**src/rtl/stream_fifo_in.sv**
```systemverilog
// stream_fifo_in: first-word-fall-through input FIFO with valid/ready
// handshakes on both sides, occupancy count, almost_full flag and a
// clearable high-water mark.
//
// Handshake semantics (both ports):
//   A beat transfers on a rising clk edge where valid and ready are both 1.
//   s_ready and m_valid are decoded from the registered count only, so they
//   never depend combinationally on s_valid or m_ready. The producer holds
//   s_data stable while s_valid is high and the beat has not transferred.
module stream_fifo_in #(
  parameter int DATA_W   = 8,
  parameter int DEPTH    = 16,
  parameter int AF_LEVEL = 12
) (
  input  logic                       clk,
  input  logic                       rst,
  input  logic                       s_valid,
  output logic                       s_ready,
  input  logic [DATA_W-1:0]          s_data,
  output logic                       m_valid,
  input  logic                       m_ready,
  output logic [DATA_W-1:0]          m_data,
  output logic [$clog2(DEPTH):0]     count,
  output logic                       almost_full,
  output logic [$clog2(DEPTH):0]     hwm,
  input  logic                       hwm_clr
);

  localparam int PTR_W = $clog2(DEPTH);
  localparam int CNT_W = PTR_W + 1;

  // Full and almost-full thresholds sized to the count register.
  localparam logic [CNT_W-1:0] DEPTH_C = CNT_W'(DEPTH);
  localparam logic [CNT_W-1:0] AF_C    = CNT_W'(AF_LEVEL);

  // Storage; deliberately not reset, only pointers and count define content.
  logic [DATA_W-1:0] mem [DEPTH];

  logic [PTR_W-1:0] wr_ptr;
  logic [PTR_W-1:0] rd_ptr;
  logic [CNT_W-1:0] count_q;
  logic [CNT_W-1:0] count_next;
  logic [CNT_W-1:0] hwm_q;
  logic [CNT_W-1:0] hwm_next;
  logic             push;
  logic             pop;

  // Port flags decoded from registered occupancy only.
  always_comb begin
    s_ready     = (count_q != DEPTH_C);
    m_valid     = (count_q != '0);
    almost_full = (count_q >= AF_C);
  end

  // Transfer qualifiers for each side.
  always_comb begin
    push = s_valid & s_ready;
    pop  = m_valid & m_ready;
  end

  // Next occupancy: simultaneous push and pop leaves count unchanged.
  always_comb begin
    count_next = count_q;
    case ({push, pop})
      2'b10:   count_next = count_q + CNT_W'(1);
      2'b01:   count_next = count_q - CNT_W'(1);
      default: count_next = count_q;
    endcase
  end

  // Next high-water mark: clear reloads the new occupancy, otherwise track max.
  always_comb begin
    hwm_next = hwm_q;
    if (hwm_clr) begin
      hwm_next = count_next;
    end else if (count_next > hwm_q) begin
      hwm_next = count_next;
    end
  end

  // Write port: store payload at the write pointer on each accepted beat.
  always_ff @(posedge clk) begin
    if (push) begin
      mem[wr_ptr] <= s_data;
    end
  end

  // Pointer, occupancy and high-water registers; pointers wrap naturally.
  always_ff @(posedge clk or posedge rst) begin
    if (rst) begin
      wr_ptr  <= '0;
      rd_ptr  <= '0;
      count_q <= '0;
      hwm_q   <= '0;
    end else begin
      if (push) begin
        wr_ptr <= wr_ptr + PTR_W'(1);
      end
      if (pop) begin
        rd_ptr <= rd_ptr + PTR_W'(1);
      end
      count_q <= count_next;
      hwm_q   <= hwm_next;
    end
  end

  // First-word-fall-through head and debug outputs.
  always_comb begin
    m_data = mem[rd_ptr];
    count  = count_q;
    hwm    = hwm_q;
  end

  // Occupancy never exceeds the storage size.
  a_count_range : assert property (@(posedge clk) disable iff (rst)
    count_q <= DEPTH_C);

  // High-water mark never trails the current occupancy.
  a_hwm_ge_count : assert property (@(posedge clk) disable iff (rst)
    hwm_q >= count_q);

endmodule

```
**config.mk**
```make
export PLATFORM = sky130hd
export DESIGN_NAME = stream_fifo_in
export DESIGN_NICKNAME = d
export VERILOG_FILES = /design/src/rtl/stream_fifo_in.sv
export SDC_FILE = /design/constraint.sdc
export NUM_CORES = 1
export LEC_CHECK = 0
export CORE_MARGIN = 5
export CORE_UTILIZATION = 64
export DETAILED_ROUTE_END_ITERATION = 10
export PLACE_DENSITY = 0.91
export SYNTH_ARGS = -nofsm -noshare
export SYNTH_HDL_FRONTEND = slang
export SYNTH_SLANG_ARGS = --single-unit
```
**constraint.sdc**
```tcl
create_clock -name clk -period 11.1 [get_ports clk]
set_input_delay 1.665 -clock clk [delete_from_list [all_inputs] [get_ports clk]]
set_output_delay 1.665 -clock clk [all_outputs]
set_load 0.01 [all_outputs]
```
After elaboration in Yosys (flattened, before gate mapping). Memory sizes are Yosys's and may differ from the RTL's. Cells that the tools add are included.

Input bits: 13. Logic and storage cells: 23. Memories: 1. Bits in registers: 18. Memory bits (writable): 128.

Reduce and logical (&&, ||, !) cells: 2. Bitwise operators: 2. Add/subtract/negate cells: 4. $lt $le $gt $ge: 2. Muxes and demuxes: 5. Equal/unequal tests: 3.

Memories: mem (depth 16, bits a word 8, read ports 1, clocked after memory_dff 0, wr ports 1, line 37) `logic [DATA_W-1:0] mem [DEPTH];`.

Operators with widths (count): 2-to-1 mux 5 bit (2); one-hot mux 5 bit (2 select lines) (1); adder 4 x 1 -> 4 bit (second input constant) (2); adder 5 x 1 -> 5 bit (second input constant) (1); greater-or-equal comparator 5 x 4 -> 1 bit (second input constant) (1); greater-than comparator 5 bit (1); != test 5 bit (second input constant) (1); nonzero test 5 bit (1); subtractor 5 x 1 -> 5 bit (second input constant) (1); AND 1 bit (2); == test 2 x 1 -> 1 bit (second input constant) (1); == test 2 bit (second input constant) (1); 2-to-1 mux 1 bit (2); nonzero test 2 bit (1).

Depth between registers and ports, before layout. Gate-level depths: netlist of run 1.

Word-level depth: 7. Mapped depth: 13. Mapped depth without buffers: 13.

Worst setup path after synthesis of run 1. OpenSTA, ideal clock, no wires.

Kind: input port to flip-flop. Start: input port s_valid. End: register hwm_q[0], in the netlist hwm[0]. Arrival time: 4.905 ns. Setup time: 0.125 ns. Slack: 6.070 ns. Required time: 10.975 ns. Path buffers: 0. Stages: 12. Cells stage by stage: a21boi_1 inv_1 ha_1 fa_1 a21oi_1 mux2_2 o211ai_1 ha_1 nand4_1 nor2_1 o41ai_2 mux2_2.

Longest elaborated chain between the ends: 5.

RTL lines: from (decl) (line 17) `input logic s_valid,`; AND 1 bit * (line 57) `push = s_valid & s_ready;`; == test 2 x 1 -> 1 bit or == test 2 bit (tied branches) (line 64) `case ({push, pop})`; one-hot mux 5 bit (2 select lines) * (line 64); via count_next[4] (line 42) `logic [CNT_W-1:0] count_next;`; greater-than comparator 5 bit * (line 76) `end else if (count_next > hwm_q) begin`; nonzero test 2 bit (no source line) *; to (signal assigned) (line 103) `hwm_q <= hwm_next;`; to (decl) (line 43) `logic [CNT_W-1:0] hwm_q;`.

Mark *: on every way through the listed nets, which the timed path passes. The rest lies on a longest branch. The select of a mux whose other input is x is not followed. A chain may end at the register's enable or synchronous reset.

Final worst setup path of run 1.
Start: input port s_valid. End: register hwm_q[2], in the netlist hwm[2].

Same word-level chain as after synthesis.

==> results.md, run 1 <==
* Total count of max-transition violations in the final report at 0
* Startpoint type of the worst setup path: input pin
* Ratio of final minimum period to clock period at 49.3%
* Final antenna diode count at 0
* Worst slew slack as a fraction of its limit at 40.1%
* Congestion Overflow GR at 0
* Status: finished, final reports clean
* Highest ir drop seen on vdd at 197 uV
* Maximum clock insertion buffer count at 2
* Number of buffers added by the clock tree synthesis step at 17
* Routability-driven placement congestion ratio at 0.796
* Avg Synthesized Cell Area at 20.2 um^2
* Aggregate global-route resource usage at 24.6%
* Cell family with the largest share of critical-path delay: compound AO/OA/AOI/OAI gates
* Chip Width at 108 um
* Number of top-level pins at 34
* Final core utilization at 77.4%
* Port Buf Inserts at 33
* Area overhead of the layout relative to synthesis at 17.2%
* Classification of the worst setup path: in2reg
* Worst hold slack across all endpoints at 539 ps
* Cell at the slowest stage of the critical path: o41ai_2
* TritonCTS Sinks at 146
* Cells along the critical path: clkdlybuf4s50_1, a21boi_1, inv_1, ha_1, fa_1, a21oi_1, mux2_2, o211ai_1, ha_1, nand4_1, nor2_1, o41ai_2, mux2_2
* Number of library cell types mapped by synthesis at 36
* Number of instances in the synthesized netlist at 303
* Maximum Capacitance Violations at 0
* Global-route wire length before repair at 19700 um
* WL/cell at 26.6 um
* Share of post-route cells with drive strength above 1 at 15.8%
* Pre-CTS setup slack at 5150 ps
* Post-synth ARST share at 12.3%
* Fraction of met1 tracks used by global routing at 29.4%
* RSZ-0062 raised after global routing: false
* Post-Route Skew at 5.51 ps
* Arrival time of the worst setup path at 5890 ps
* Most frequently used cell type in the post-synthesis netlist: edfxtp_1
* Minimum clock period at 5480 ps
* Core Rows at 35
* Maximum fanout along the worst path at 10
* Clock tree from TritonCTS: yes
* H-tree levels at 4
* Number of vias per cell after detailed routing at 6.36
* Critical Path Sink Type: register
* Layer carrying the most global-route usage: met2
* Count of unresolved DRC violations after routing at 0
* Met3 usage at 7.02%
* Final HPWL from detailed placement at 7500 um
* Core box area at 9280 um^2
* Area share of the largest cell type after synthesis at 62.7%
* Transition at the pin with the smallest max-transition slack at 895 ps
* Met2 layer usage reported by global route at 41.6%
* Post-layout nets at 376
* Final wirelength at 13000 um
* Via count of the first global-routing pass at 3261
* Path type of the worst min-delay path: reg2reg
* Portion of the post-synthesis area used by sequential elements at 70.1%
* Register clock-pin slew on the reported worst setup and hold paths at 60 ps
* Synthesized net count at 331
* DIE HEIGHT at 108 um
* Die outline area at 11600 um^2
* Post-cts hold buffer count at 0
* Crit-path max cell delay at 620 ps
* Setup violation total in the final timing report at 0
* Static Leak at 0.00253 uW
* Clk root buf: clkbuf_8
* Post-synth EDFFs at 128
* FF+latch count, synth at 146
* Fin worst setup slack at 5620 ps
* Total number of vias at 3108
* Worst-skew pair later-pin latency at 520 ps
* Yosys top cell by area: edfxtp_1
* Final hold violation count at 0
* Syn Std Cell Area at 6130 um^2
* Count of routing violations after the opening detailed-route iteration at 303
* Top cells by instance count after synthesis: edfxtp_1, mux4_1, dfrtp_1
* Maximum number of pins on one net before global-route repair at 36
* Worst EP required at 11510 ps
* Number of iterations in the first detailed-routing pass at 5
* Power per Cell Area at 278 nW/um^2
* Postcts setup bufs at 0
* Initial antenna violation count at 0
* Count of nets left with antenna violations after detail routing at 0
* Total buffers and inverters traversed by the critical path at 2
* Total negative slack at 0 ps
* Quantity of gates resized following cts at 0
* Synth area leaders: edfxtp_1, mux4_1, dfrtp_1
* Maximum operating frequency at 0.183 GHz
* Yosys warnings at 0
* Dominant synthesized flop cell: edfxtp_1
* Starting utilization of the core area at 66.0%
-- stage by stage --
| stage | cells | cell area (um^2) | total power, uW |
|---|---|---|---|
| floorplan | 303 | 6130 | 1180 |
| global placement | 458 | 6580 | 1370 |
| detailed placement | 458 | 6580 | 1410 |
| CTS | 489 | 7180 | 2000 |
| global route | 489 | 7180 | 2080 |
| finish | 489 | 7180 | 2000 |
-- layout by cell type (no fill, tap or decap), drive strengths merged, types with 2 or more instances in the layout --
cell type,Yosys,final
nor2,17,17
nand3,2,2
a21boi,2,2
bufinv,0,4
nand2b,2,2
clkinvlp,0,3
dfrtp,18,18
xnor2,7,7
clkdlybuf4s50,0,33
nand2,12,12
inv,11,12
buf,8,6
clkinv,0,6
o21ai,3,3
a21oi,2,2
mux4,40,40
nor3b,3,3
ha,14,14
clkbuf,5,17
nand4,4,4
mux2,8,8
nor3,4,4
edfxtp,128,128
-- final cells by class --
cell class	count	area [um^2]
tap	129	161
sequential	146	4290
clock inverter	14	189
inverter	11	41.3
clock buffer	17	414
timing repair buffer	39	375
multi-input combinational	133	1710
fill	492	2100
-- per-layer routing --
metal | vias to the layer above | part of all wire [%]
met2 | 173 | 52
met3 | 40 | 7.4
met1 | 1553 | 37
li1 | 1342 | -
met4 | 0 | 3.5
met5 | - | 0
-- path summary, 6_finish.rpt --
path | slack, ps | to | startpoint | cells past startpoint
min in group asynchronous | 1570 | rd_ptr[1]$_DFFE_PP0P_ | rst | 2
min reg2reg | 540 | hwm[3]$_DFFE_PP0P_ | hwm[3]$_DFFE_PP0P_ | 1
max | 5620 | hwm[2]$_DFFE_PP0P_ | s_valid | 13
max in group asynchronous | 9060 | count[3]$_DFF_PP0_ | rst | 2
min | 540 | hwm[3]$_DFFE_PP0P_ | hwm[3]$_DFFE_PP0P_ | 1
max reg2reg | 6400 | hwm[2]$_DFFE_PP0P_ | count[2]$_DFF_PP0_ | 13
-- flip-flops by register name, indices dropped and copies added, names as in the netlist --
name / flops
mem: 128
count: 5
hwm: 5
rd_ptr: 4
wr_ptr: 4
-- cell families after synthesis --
logic type,share of synthesized area [%]
xor gates and xnor gates,1.14
AOI/OAI and AO/OA,1.90
DFF,70.1
and+or+nand+nor,3.62
adders and majority gates,3.19
buffers and inverters,2.04
muxes,18.0
-- report_power, final --
group	switching [uW]	internal (uW)	total [uW]
Clock	217	363	580
Sequential	73.3	683	756
Combinational	313	347	660
(Power assumes the default switching activity.)
==> run 2: changes to the inputs <==
Settings changed: CORE_UTILIZATION 64 to 59, PLACE_DENSITY 0.91 to 0.85.
Clock period 11.1 ns to 5.42 ns, I/O delays scaled along.
==> run 2 against run 1 <==
Clock skew is essentially flat. First-iteration DRC count shrank 13%. Largest cell class unchanged. Sequential share of layout area shrank 0.27 points. Total power grew 110%. Via count shrank 0.93%. Final area grew 0.45%. Critical endpoint is now hwm[4]$_DFFE_PP0P_. Core utilization shrank 6.8 points.
==> results.md, run 2 (synthesis gave the netlist of run 1 again) <==
* Register with the most flip-flops: mem
* Final wirelength at 12600 um (-3.2%)
* Count of nets left with antenna violations after detail routing at 0 (unchanged)
* Number of buffers added by the clock tree synthesis step at 17 (unchanged)
* Number of flip-flops under the largest register name at 128 (unchanged)
* Total number of vias at 3079 (-0.93%)
* H-tree levels at 4 (unchanged)
* Worst EP required at 5820 ps (-5690 ps)
* Hold Path Origin: hwm[1]$_DFFE_PP0P_
* Starting utilization of the core area at 59.9% (-6.1 points)
* Highest ir drop seen on vdd at 385 uV (+95%)
* Sw frac at 30.3% (+0.071 points)
* Layer carrying the most global-route usage: met2
* Port Buf Inserts at 33 (unchanged)
* Psw at 1250 uW (+110%)
* Start point of the critical path: count[3]$_DFF_PP0_
* Most used cells in the layout excluding fill and tap cells: edfxtp_1, clkdlybuf4s50_1, mux4_1
* Final hold violation count at 0 (unchanged)
* Via count of the first global-routing pass at 3199 (-1.9%)
* Maximum operating frequency at 0.223 GHz
* Quantity of gates resized following cts at 0 (unchanged)
* WL/cell at 25.3 um (-4.8%)
* Startpoint type of the worst setup path: register
* Core box area at 10200 um^2 (+10%)
* Aggregate global-route resource usage at 21.6% (-3.0 points)
* Minimum clock period at 4490 ps
* Global-route wire length before repair at 19400 um (-1.7%)
* Count of routing violations after the opening detailed-route iteration at 263 (-13%)
* Chip Width at 112 um (+3.8%)
* Total negative slack at 0 ps (unchanged)
* Initial antenna violation count at 1 (+1)
* Ratio of final minimum period to clock period at 82.8%
* Total internal power at 2860 uW (+110%)
* Routability-driven placement congestion ratio at 0.834 (+4.8%)
* Die outline area at 12500 um^2 (+7.7%)
* Count of filler cells inserted in the layout at 585 (+19%)
* Number of vias per cell after detailed routing at 6.20 (-2.5%)
* Postcts setup bufs at 0 (unchanged)
* Worst-skew pair later-pin latency at 520 ps (about the same)
* Transition at the pin with the smallest max-transition slack at 870 ps (-25.5 ps)
* Post-layout nets at 377 (+0.27%)
* Sequential share of power at 37.5% (-0.4 points)
* Power share of the clock group at 29.3% (+0.2 points)
* TritonCTS Sinks at 146 (unchanged)
* Worst setup path end: hwm[4]$_DFFE_PP0P_
* Share of post-route cells with drive strength above 1 at 16.1% (+0.23 points)
* Core Rows at 37 (+5.7%)
* Static Leak at 0.00253 uW (+0.18%)
* Pre-CTS setup slack at 597 ps (-4550 ps)
* Setup slack on the worst flop-to-flop path at 930 ps (-5470 ps)
* Final antenna diode count at 0 (unchanged)
* Worst r2r dst: hwm[4]$_DFFE_PP0P_
* Maximum number of pins on one net before global-route repair at 36 (unchanged)
* Worst slew slack as a fraction of its limit at 41.8% (+1.7 points)
* Register clock-pin slew on the reported worst setup and hold paths at 60 ps (about the same)
* Status: finished, final reports clean
* Critical Path Sink Type: register
* Number of top-level pins at 34 (unchanged)
* Congestion Overflow GR at 0 (unchanged)
* Post-Route Skew at 5.74 ps (+0.235 ps)
* Final core utilization at 70.5% (-6.8 points)
* Clock tree from TritonCTS: yes
* Total count of max-transition violations in the final report at 0 (unchanged)
* Count of unresolved DRC violations after routing at 0 (unchanged)
* Logic gate share of total power at 33.2% (about the same)
* Met2 layer usage reported by global route at 36.3% (-5.3 points)
* Fin worst setup slack at 933 ps (-4690 ps)
* Path type of the worst min-delay path: reg2reg
* Fraction of met1 tracks used by global routing at 26.7% (-2.7 points)
* Arrival time of the worst setup path at 4890 ps (-1000 ps)
* Final HPWL from detailed placement at 7360 um (-1.9%)
* Maximum fanout along the worst path at 10 (unchanged)
* DIE HEIGHT at 112 um (+3.8%)
* Post-cts hold buffer count at 0 (unchanged)
* Met3 usage at 5.38% (-1.6 points)
* Total chip power at 4110 uW (+110%)
* Maximum clock insertion buffer count at 2 (unchanged)
* Clk root buf: clkbuf_8
* Setup violation total in the final timing report at 0 (unchanged)
* RR Startpoint: count[3]$_DFF_PP0_
* Leading cell type in the layout, fill and taps excluded: edfxtp_1
* Maximum Capacitance Violations at 0 (unchanged)
* Classification of the worst setup path: reg2reg
* Power per Cell Area at 570 nW/um^2 (+100%)
* RSZ-0062 raised after global routing: false
* Number of iterations in the first detailed-routing pass at 5 (unchanged)
* Area overhead of the layout relative to synthesis at 17.8%
* Reg2reg path depth at 12 (-1)
[run 2: worst min path at each step]
stage / to / slack [ps] / cells past startpoint
6_report: hwm[1]$_DFFE_PP0P_ / 550 / 1
4_1_cts: hwm[1]$_DFFE_PP0P_ / 550 / 1
3_3_place_gp: hwm[1]$_DFFE_PP0P_ / 520 / 1
3_5_place_dp: hwm[1]$_DFFE_PP0P_ / 520 / 1
2_1_floorplan: hwm[1]$_DFFE_PP0P_ / 570 / 1
5_1_grt: hwm[1]$_DFFE_PP0P_ / 560 / 1
[run 2: layer usage]
layer  vias up  routed length [um]
met5         -                  13
li1       1353                   -
met3        28                 790
met4         2                 366
met1      1566                4830
met2       130                6590
[run 2: area by class of cell]
cell class	instances	area [um^2]	area share, %
sequential	146	4290	59.5
inverter	11	41.3	0.572
clock buffer	17	414	5.74
timing repair buffer	40	383	5.31
clock inverter	14	205	2.84
multi-input combinational	133	1710	23.7
tap	136	170	2.36
[run 2: metrics by stage]
| step | cell area (um^2) | cells | hold WS (ps) |
|---|---|---|---|
| 2_1_floorplan | 6130 | 303 | 570 |
| 3_3_place_gp | 6600 | 466 | 519 |
| 3_5_place_dp | 6600 | 466 | 523 |
| 4_1_cts | 7210 | 497 | 546 |
| 5_1_grt | 7210 | 497 | 561 |
| 6_report | 7210 | 497 | 547 |
[run 2: power by group through the flow]
stage	clock network, uW	registers (uW)	logic (uW)
3_5_place_dp	0	1550	1330
6_report	1200	1540	1370
4_1_cts	1220	1540	1380
3_3_place_gp	0	1540	1280
5_1_grt	1280	1560	1460
2_1_floorplan	0	1490	928
[run 2: critical path, stage by stage (launching register included)]
cell,delay [ps]
dfrtp_1,440
nor4_1,550
a21boi_1,280
ha_1,390
fa_1,480
a21oi_1,170
mux2_2,340
o211ai_1,250
ha_1,300
nand4_1,100
nor2_1,60
o41ai_2,590
mux2_2,420
==> run 3: changes to the inputs <==
Clock period 5.42 ns to 4.5 ns, I/O delays scaled along.
==> run 3 against run 2 <==
Register-to-register slack worse by 540 ps. Sequential share of layout area up 0.16 points. Global-route usage down 0.65 points. Combinational power increased by 19%. Critical endpoint is now hwm[0]$_DFFE_PP0P_. Largest cell class unchanged.
==> results.md, run 3 (synthesis gave the netlist of run 1 again) <==
* Maximum operating frequency at 0.244 GHz (+9.4%)
* Highest ir drop seen on vdd at 489 uV (+27%)
* Aggregate global-route resource usage at 20.9% (-0.65 points)
* Area overhead of the layout relative to synthesis at 17.5%
* Maximum number of pins on one net before global-route repair at 28 (-22%)
* Maximum clock insertion buffer count at 2 (unchanged)
* RR Startpoint: count[2]$_DFF_PP0_
* Most used cells in the layout excluding fill and tap cells: edfxtp_1, clkdlybuf4s50_1, mux4_1
* Total negative slack at 0 ps (unchanged)
* Number of vias per cell after detailed routing at 6.14 (-0.85%)
* Transition at the pin with the smallest max-transition slack at 912 ps (+42.3 ps)
* Clock tree from TritonCTS: yes
* Setup slack on the worst flop-to-flop path at 400 ps (-540 ps)
* WL/cell at 24.4 um (-3.5%)
* Worst-skew pair later-pin latency at 530 ps (about the same)
* Post-Route Skew at 15.4 ps (+9.68 ps)
* Port Buf Inserts at 33 (unchanged)
* RSZ-0062 raised after global routing: false
* Reg2reg path depth at 13 (+1)
* Worst slew slack as a fraction of its limit at 39.0% (-2.8 points)
* Share of post-route cells with drive strength above 1 at 16.8% (+0.74 points)
* Maximum Capacitance Violations at 0 (unchanged)
* Count of unresolved DRC violations after routing at 0 (unchanged)
* Count of nets left with antenna violations after detail routing at 0 (unchanged)
* Total count of max-transition violations in the final report at 0 (unchanged)
* Total chip power at 4850 uW (+18%)
* Core Rows at 37 (unchanged)
* Die outline area at 12500 um^2 (unchanged)
* Worst hold slack across all endpoints at 539 ps (-8.88 ps)
* Classification of the worst setup path: reg2reg
* Final hold violation count at 0 (unchanged)
* Arrival time of the worst setup path at 4520 ps (-370 ps)
* Count of routing violations after the opening detailed-route iteration at 272 (+3.4%)
* Ratio of final minimum period to clock period at 91.2% (+8.4 points)
* Hold Path End: hwm[1]$_DFFE_PP0P_
* Congestion Overflow GR at 0 (unchanged)
* TritonCTS Sinks at 146 (unchanged)
* Minimum clock period at 4100 ps (-384 ps)
* Via count of the first global-routing pass at 3216 (+0.53%)
* Worst EP required at 4910 ps (-910 ps)
* Number of buffers added by the clock tree synthesis step at 17 (unchanged)
* Hold Path Origin: hwm[1]$_DFFE_PP0P_
* Routability-driven placement congestion ratio at 0.830 (-0.46%)
* DIE HEIGHT at 112 um (unchanged)
* Number of flip-flops under the largest register name at 128 (unchanged)
* Total number of vias at 3065 (-0.45%)
* Global-route wire length before repair at 19000 um (-2.1%)
* Starting utilization of the core area at 59.9% (unchanged)
* Core box area at 10200 um^2 (unchanged)
* Power per Cell Area at 674 nW/um^2 (+18%)
* Critical Path Sink Type: register
* Path type of the worst min-delay path: reg2reg
* Startpoint type of the worst setup path: register
* Register clock-pin slew on the reported worst setup and hold paths at 70 ps (about the same)
* Postcts setup bufs at 0 (unchanged)
* Static Leak at 0.00252 uW (-0.45%)
* Worst r2r dst: hwm[0]$_DFFE_PP0P_
* Final wirelength at 12200 um (-3.1%)
* Leading cell type in the layout, fill and taps excluded: edfxtp_1
* Post-layout nets at 378 (+0.27%)
* Final HPWL from detailed placement at 7590 um (+3.1%)
* Number of stages on the worst hold path at 1 (unchanged)
* Final core utilization at 70.3% (-0.18 points)
* Count of filler cells inserted in the layout at 566 (-3.2%)
* Number of top-level pins at 34 (unchanged)
* Number of iterations in the first detailed-routing pass at 4 (-1)
* Register with the most flip-flops: mem
* Chip Width at 112 um (unchanged)
* Clk root buf: clkbuf_8
* Final antenna diode count at 0 (unchanged)
* H-tree levels at 4 (unchanged)
* Maximum fanout along the worst path at 10 (unchanged)
* Initial antenna violation count at 0 (-1)
* Post-cts hold buffer count at 0 (unchanged)
* Setup violation total in the final timing report at 0 (unchanged)
* Status: finished, final reports clean
==> run 3: routing by layer <==
metal | share of wire [%] | track usage, % | vias up
li1 | - | - | 1349
met1 | 40 | 27.0 | 1556
met2 | 52 | 33.9 | 131
met3 | 6.0 | 5.92 | 29
met4 | 2.5 | 8.68 | 0
met5 | 0 | 0 | -
==> run 3: final cells by class <==
class                   count  area [um^2]  share of cell area (%)
flip-flops and latches    146         4290                    59.7
multi-input cells         133         1720                    24.0
clock buffers              17          414                    5.76
repair buffers             41          403                    5.60
well taps                 136          170                    2.36
clock inverters            15          149                    2.07
inverters                  11         41.3                   0.574
==> run 3: critical path: stages, from the launching register on <==
cell and delay [ps]:
dfrtp_1 440, nor4_2 420, a21boi_1 140, inv_1 70
ha_1 360, ha_1 370, a21oi_1 200, mux2_2 350
o211ai_1 280, ha_1 300, nand4_1 110, nor2_1 80
o41ai_4 470, mux2_2 390
==> run 3: worst max path at each step <==
stage / from / to
5_1_grt: count[2]$_DFF_PP0_ / hwm[3]$_DFFE_PP0P_
3_3_place_gp: s_valid / hwm[4]$_DFFE_PP0P_
4_1_cts: count[2]$_DFF_PP0_ / hwm[0]$_DFFE_PP0P_
3_5_place_dp: s_valid / hwm[0]$_DFFE_PP0P_
2_1_floorplan: s_valid / hwm[0]$_DFFE_PP0P_
6_report: count[2]$_DFF_PP0_ / hwm[0]$_DFFE_PP0P_
==> run 3: stage by stage <==
| step | setup slack (ps) | cells | cell area (um^2) |
|---|---|---|---|
| 2_1_floorplan | 460 | 303 | 6130 |
| 3_3_place_gp | 83.5 | 467 | 6620 |
| 3_5_place_dp | -47.0 | 467 | 6620 |
| 4_1_cts | 136 | 499 | 7180 |
| 5_1_grt | 116 | 499 | 7200 |
| 6_report | 397 | 499 | 7200 |
==> run 3: what timing repair did <==
item                                    4_1_cts  5_1_grt
hold endpoints to repair                      0        0
endpoints found under the setup margin        0        5
resized for setup                             0        2
==> run 3: where the power goes <==
part           total, uW  switching, uW  internal [uW]
Clock               1340            589            749
Combinational       1630            750            880
Sequential          1880            200           1680
Total               4850           1540           3310
